$ cat src/rtl/fifo_write_arbiter.sv
// Round-robin write-port arbiter with burst hold, feeding the asynchronous_fifo write side.
// Define FIFO_ARB_PRIO_EN to give requester 0 strict priority at every IDLE arbitration.
module fifo_write_arbiter #(
  parameter int NUM_REQ   = 4,
  parameter int DATA_W    = 8,
  parameter int BURST_LEN = 4,
  parameter int ID_W      = $clog2(NUM_REQ)
) (
  input  logic                        trans_clk,
  input  logic                        trans_rst,
  input  logic [NUM_REQ-1:0]          req,
  input  logic [NUM_REQ*DATA_W-1:0]   req_data,
  output logic [NUM_REQ-1:0]          ack,
  input  logic                        fifo_full,
  output logic                        write_enable,
  output logic [DATA_W-1:0]           trans_data,
  output logic [ID_W-1:0]             grant_id,
  output logic                        busy
);

  localparam int CNT_W = $clog2(BURST_LEN + 1);

`ifdef FIFO_ARB_PRIO_EN
  localparam bit PRIO_EN = 1'b1;
`else
  localparam bit PRIO_EN = 1'b0;
`endif

  typedef enum logic {IDLE, BURST} state_t;

  state_t            st, st_n;
  logic [ID_W-1:0]   owner, owner_n;
  logic [ID_W-1:0]   ptr, ptr_n;
  logic [CNT_W-1:0]  cnt, cnt_n, cnt_inc;
  logic [ID_W-1:0]   rel_ptr, arb_base, arb_idx, g;
  logic              arb_valid, gv, accept;

  function automatic logic [ID_W-1:0] wrap_add(input logic [ID_W-1:0] base, input int k);
    logic [ID_W:0] sum;
    sum = {1'b0, base} + (ID_W+1)'(k);
    if (sum >= (ID_W+1)'(NUM_REQ)) sum = sum - (ID_W+1)'(NUM_REQ);
    return sum[ID_W-1:0];
  endfunction

  // A priority win by requester 0 leaves the round-robin pointer untouched.
  assign rel_ptr  = (PRIO_EN && owner == '0) ? ptr : owner;
  assign arb_base = (st == BURST) ? rel_ptr : ptr;
  assign cnt_inc  = cnt + CNT_W'(1);

  // Search base+1, base+2, ...; descending loop so the nearest requester wins.
  always_comb begin
    arb_valid = |req;
    arb_idx   = '0;
    for (int k = NUM_REQ; k >= 1; k--) begin
      if (req[wrap_add(arb_base, k)]) arb_idx = wrap_add(arb_base, k);
    end
    if (PRIO_EN && req[0]) arb_idx = '0;
  end

  always_comb begin
    st_n    = st;
    owner_n = owner;
    cnt_n   = cnt;
    ptr_n   = ptr;
    gv      = 1'b0;
    g       = '0;
    accept  = 1'b0;
    case (st)
      IDLE: begin
        gv     = arb_valid;
        g      = arb_idx;
        accept = gv & ~fifo_full & trans_rst;
        if (accept) begin
          if (BURST_LEN == 1) begin
            ptr_n = (PRIO_EN && g == '0) ? ptr : g;
          end else begin
            st_n    = BURST;
            owner_n = g;
            cnt_n   = CNT_W'(1);
          end
        end
      end
      BURST: begin
        if (req[owner]) begin
          gv     = 1'b1;
          g      = owner;
          accept = ~fifo_full & trans_rst;
          if (accept) begin
            if (cnt_inc == CNT_W'(BURST_LEN)) begin
              st_n  = IDLE;
              cnt_n = '0;
              ptr_n = rel_ptr;
            end else begin
              cnt_n = cnt_inc;
            end
          end
        end else begin
          // Owner dropped out: close the burst and hand the port over without a bubble.
          st_n   = IDLE;
          cnt_n  = '0;
          ptr_n  = rel_ptr;
          gv     = arb_valid;
          g      = arb_idx;
          accept = gv & ~fifo_full & trans_rst;
          if (accept && BURST_LEN > 1) begin
            st_n    = BURST;
            owner_n = g;
            cnt_n   = CNT_W'(1);
          end
        end
      end
      default: st_n = IDLE;
    endcase
  end

  always_ff @(posedge trans_clk or negedge trans_rst) begin
    if (!trans_rst) begin
      st    <= IDLE;
      owner <= '0;
      cnt   <= '0;
      ptr   <= ID_W'(NUM_REQ - 1);
    end else begin
      st    <= st_n;
      owner <= owner_n;
      cnt   <= cnt_n;
      ptr   <= ptr_n;
    end
  end

  assign write_enable = accept;
  assign ack          = accept ? (NUM_REQ'(1) << g) : '0;
  assign trans_data   = accept ? req_data[g*DATA_W +: DATA_W] : '0;
  assign grant_id     = trans_rst ? g : '0;
  assign busy         = trans_rst & (st == BURST);

endmodule
$ cat config.mk
export PLATFORM = sky130hd
export DESIGN_NAME = fifo_write_arbiter
export DESIGN_NICKNAME = d
export VERILOG_FILES = /design/src/rtl/fifo_write_arbiter.sv
export SDC_FILE = /design/constraint.sdc
export NUM_CORES = 1
export LEC_CHECK = 0
export CAP_MARGIN = 20
export CORE_ASPECT_RATIO = 1.25
export CORE_MARGIN = 2
export CORE_UTILIZATION = 44
export CTS_BUF_LIST = sky130_fd_sc_hd__clkbuf_8
export DETAILED_ROUTE_END_ITERATION = 8
export PLACE_DENSITY = 0.88
export SLEW_MARGIN = 20
export SYNTH_ARGS = -nofsm -noshare
export SYNTH_HDL_FRONTEND = slang
export SYNTH_SLANG_ARGS = --single-unit
$ cat constraint.sdc
create_clock -name trans_clk -period 8.3 [get_ports trans_clk]
set_input_delay 1.66 -clock trans_clk [delete_from_list [all_inputs] [get_ports trans_clk]]
set_output_delay 1.66 -clock trans_clk [all_outputs]
set_load 0.01 [all_outputs]
==> out/qor.csv <==
metric;value;unit
syn_nets;171;
post_synth_xor_area_fraction;2.45;%
initial_core_util;45.1;%
fillers;188;
synthesis.area_per_instance;8.25;um^2
main_combinational_cell_family_by_area_after_synthesis;compound AO/OA/AOI/OAI gates;
power_leakage;0.000656;uW
critical_path.max_fanout;14;
vias_per_cell;5.99;
globalRouteTotalUtil;25.3;%
grt_setup_unrepaired;no;
seq_power_share;21.7;%
number_of_instances_in_the_placed_design;210;
tritoncts_buffers;3;
cts_htree_levels;1;
post-cts-setup-buffer-count;0;
io_buffer_count;54;
clock.fmax;161;MHz
synth_seq_cells;8;
drt-initial-drc-count;22;
ant_nets;0;
final_cells;214;
wl_per_cell;15.5;um
sequential_cell_area;203;um^2
syn-cell-area;0.00107;mm^2
cts-hold-fix-buffers;0;
synth_simple_gate_area_share;20.0;%
ir_worst_vdd;0.166;mV
worstSkewPairLatency;0.24;ns
worst_setup_path_end_kind;primary output;
p_switching;179;uW
synth.lib_cells_used.distinct;44;
syn-instance-count;130;
post-route-period-util;74.7;%
die_outline_area;0.00285;mm^2
clock_power_share;12.0;%
cts_sinks;8;
cts_tree;yes;
antenna_found_initial;0;
ios;55;
design.core.area;0.00238;mm^2
first_global_vias;1305;
floorplan.die.width;48.2;um
routed.top_layer;met4;
antenna_diodes;0;
cts_buffer_depth;2;
min_path_type;flop to flop;
largest_net_degree_at_the_start_of_global_routing;15;
p_comb_share;66.3;%
areaGrowthSynthToFinish;55.0;%
fin_nets;223;
routed-wl-met2;1660;um
power.share.switching;42.9;%
cp-start-kind;primary input;
wl_met1;1330;um
synth-warning-count;0;
post_cts_resize_count;0;
die_y;59.2;um
synth_compound_gate_area_share;33.3;%
timing.final.crit_period;6.20;ns
max-slew-margin-rel;50.6;%
detail_route.first_pass.iterations;4;
gp_routability_congestion;0.732;
postLayoutCoreUtil;69.9;%
met3WireLength;225;um
worst-endpoint-required;6.64;ns
seq_area_frac_synth;18.9;%
total_negative_slack_for_setup_checks;0;ns
multi_input_area;817;um^2
slew_viol_final;0;
worst-slew-pin-transition;0.738;ns
placement_rows;20;
final.setup_skew;0.00134;ns
critPathArrivalTime;4.54;ns
grt_overflow_total;0;
status;finished, final reports clean;
remaining_drc_errors;0;
setup_viol_count_final;0;
max_cap_viol_count;0;
synth_fa_ha_area_share;2.33;%
cts.root.buffer_cell;sky130_fd_sc_hd__clkbuf_8;
cell_internal_pwr;238;uW
timing.final.hold_violations;0;
final.hold.worst_slack;0.528;ns
hpwl;2610;um
drive_gt1_share;9.39;%
routed_wirelength;3320;um
worst-setup-path-type;primary input to primary output;
clk_pin_slew;0.04;ns
synthMuxAreaShare;18.2;%
powerDensity;251;mW/mm^2
routed-via-count;1282;
global_route_wire_length_before_repair;5250;um
power by group through the flow:
| stage | logic, uW | clock network, uW | registers (uW) |
|---|---|---|---|
| 2_1_floorplan | 206 | 0 | 69.9 |
| 3_3_place_gp | 264 | 0 | 87.8 |
| 3_5_place_dp | 274 | 0 | 89.7 |
| 4_1_cts | 276 | 51.3 | 89.9 |
| 5_1_grt | 300 | 52.8 | 92.6 |
| 6_report | 276 | 49.9 | 90.6 |
through the flow:
step | power [uW] | worst slack [ns] | area [um^2]
global placement | 352 | 2.14 | 1620
global route | 446 | 1.93 | 1660
floorplan | 276 | 3.52 | 1070
detailed placement | 363 | 2.13 | 1620
finish | 417 | 2.10 | 1660
CTS | 417 | 2.11 | 1660
area by class of cell:
type / instances / area share (%)
Clock buffer: 3 / 2.48
Multi-Input combinational cell: 112 / 49.2
Tap cell: 33 / 2.48
Clock inverter: 1 / 0.226
Inverter: 2 / 0.452
Sequential cell: 8 / 12.2
Timing Repair Buffer: 55 / 33.0
worst paths after layout:
path	from	end	slack [ns]	cells past startpoint
setup / recovery	req[1]	trans_data[1]	2.10	7
hold / removal	cnt[1]$_DFFE_PN0P_	cnt[1]$_DFFE_PN0P_	0.53	2
setup reg to reg	st$_DFF_PN0_	owner[0]$_DFFE_PN0P_	6.02	4
hold reg to reg	cnt[1]$_DFFE_PN0P_	cnt[1]$_DFFE_PN0P_	0.53	2
max in group asynchronous	trans_rst	ptr[1]$_DFFE_PN1P_	6.19	1
min in group asynchronous	trans_rst	cnt[0]$_DFFE_PN0P_	1.76	1
metal layers:
| layer | vias to the layer above | global-route usage [%] |
|---|---|---|
| li1 | 602 | - |
| met1 | 598 | 27.7 |
| met2 | 71 | 42.1 |
| met3 | 11 | 4.88 |
| met4 | 0 | 16.2 |
| met5 | - | 0 |
flip-flops by register name, indices dropped and copies added (netlist names):
register,flops
cnt,3
owner,2
ptr,2
st,1
synthesized netlist by cell type:
| cell | n | area share [%] |
|---|---|---|
| sky130_fd_sc_hd__o2bb2ai_1 | 1 | 0.82 |
| sky130_fd_sc_hd__clkbuf_2 | 1 | 0.47 |
| sky130_fd_sc_hd__a211oi_1 | 1 | 0.70 |
| sky130_fd_sc_hd__a21oi_1 | 6 | 2.8 |
| sky130_fd_sc_hd__xor2_1 | 3 | 2.5 |
| sky130_fd_sc_hd__nor3_1 | 1 | 0.47 |
| sky130_fd_sc_hd__or2_2 | 1 | 0.58 |
| sky130_fd_sc_hd__and3b_1 | 1 | 0.82 |
| sky130_fd_sc_hd__dfstp_2 | 2 | 4.9 |
| sky130_fd_sc_hd__a221o_1 | 8 | 7.5 |
| sky130_fd_sc_hd__nand4_1 | 1 | 0.58 |
| sky130_fd_sc_hd__mux2_4 | 2 | 2.8 |
| sky130_fd_sc_hd__nand3b_1 | 1 | 0.70 |
| sky130_fd_sc_hd__nand2b_1 | 4 | 2.3 |
| sky130_fd_sc_hd__o21ai_1 | 1 | 0.47 |
| sky130_fd_sc_hd__a211oi_4 | 1 | 1.9 |
| sky130_fd_sc_hd__a31oi_1 | 1 | 0.58 |
| sky130_fd_sc_hd__nand2_1 | 13 | 4.6 |
| sky130_fd_sc_hd__o221ai_1 | 1 | 0.82 |
| sky130_fd_sc_hd__buf_6 | 1 | 1.1 |
| sky130_fd_sc_hd__buf_2 | 2 | 0.93 |
| sky130_fd_sc_hd__o22ai_1 | 8 | 4.7 |
| sky130_fd_sc_hd__nor2_1 | 10 | 3.5 |
| sky130_fd_sc_hd__a22oi_1 | 8 | 5.6 |
| sky130_fd_sc_hd__nor2_2 | 1 | 0.58 |
| sky130_fd_sc_hd__nor3b_1 | 1 | 0.70 |
| sky130_fd_sc_hd__and2_1 | 2 | 1.2 |
| sky130_fd_sc_hd__or4bb_1 | 1 | 1.1 |
| sky130_fd_sc_hd__nor2b_1 | 3 | 1.8 |
| sky130_fd_sc_hd__dfrtp_1 | 6 | 14 |
| sky130_fd_sc_hd__o21ai_2 | 1 | 0.82 |
| sky130_fd_sc_hd__inv_1 | 2 | 0.70 |
| sky130_fd_sc_hd__clkbuf_1 | 3 | 1.1 |
| sky130_fd_sc_hd__buf_4 | 1 | 0.70 |
| sky130_fd_sc_hd__mux2i_1 | 12 | 11 |
| sky130_fd_sc_hd__or2_1 | 1 | 0.58 |
| sky130_fd_sc_hd__mux2_2 | 4 | 4.2 |
| sky130_fd_sc_hd__o31ai_1 | 1 | 0.70 |
| sky130_fd_sc_hd__a221oi_2 | 1 | 1.4 |
| sky130_fd_sc_hd__ha_1 | 2 | 2.3 |
| sky130_fd_sc_hd__o211a_1 | 1 | 0.93 |
| sky130_fd_sc_hd__o21ai_0 | 6 | 2.8 |
| sky130_fd_sc_hd__a22o_1 | 1 | 0.82 |
| sky130_fd_sc_hd__and3_1 | 1 | 0.58 |
logic make-up (layout without fill, tap and decap cells):
family / Yosys count / count (layout)
DFF: 8 / 8
and+or+nand+nor: 42 / 42
AOI/OAI and AO/OA: 47 / 47
muxes: 18 / 18
xor gates and xnor gates: 3 / 3
adders and majority gates: 2 / 2
buffers and inverters: 10 / 61
placed cells by master, fill, tap and decap left out, types with 2 or more instances in the layout:
| cell type | n |
|---|---|
| sky130_fd_sc_hd__xor2_1 | 3 |
| sky130_fd_sc_hd__a221o_1 | 8 |
| sky130_fd_sc_hd__nor2_1 | 10 |
| sky130_fd_sc_hd__o21ai_0 | 6 |
| sky130_fd_sc_hd__nor2b_1 | 3 |
| sky130_fd_sc_hd__mux2_2 | 4 |
| sky130_fd_sc_hd__nand2b_1 | 4 |
| sky130_fd_sc_hd__ha_1 | 2 |
| sky130_fd_sc_hd__a22oi_1 | 8 |
| sky130_fd_sc_hd__and2_1 | 2 |
| sky130_fd_sc_hd__inv_1 | 3 |
| sky130_fd_sc_hd__mux2_4 | 2 |
| sky130_fd_sc_hd__clkbuf_8 | 3 |
| sky130_fd_sc_hd__nand2_1 | 13 |
| sky130_fd_sc_hd__o22ai_1 | 8 |
| sky130_fd_sc_hd__clkdlybuf4s50_1 | 54 |
| sky130_fd_sc_hd__mux2i_1 | 12 |
| sky130_fd_sc_hd__dfstp_2 | 2 |
| sky130_fd_sc_hd__a21oi_1 | 6 |
| sky130_fd_sc_hd__dfrtp_1 | 6 |
critical path, stage by stage:
cell	delay, ns
sky130_fd_sc_hd__clkdlybuf4s50_1	0.56
sky130_fd_sc_hd__mux2_4	0.35
sky130_fd_sc_hd__a211oi_4	0.67
sky130_fd_sc_hd__a31oi_1	0.19
sky130_fd_sc_hd__nor2_2	0.33
sky130_fd_sc_hd__a221o_1	0.22
sky130_fd_sc_hd__clkdlybuf4s50_1	0.55
No activity file was read; power rests on OpenSTA's default activity.
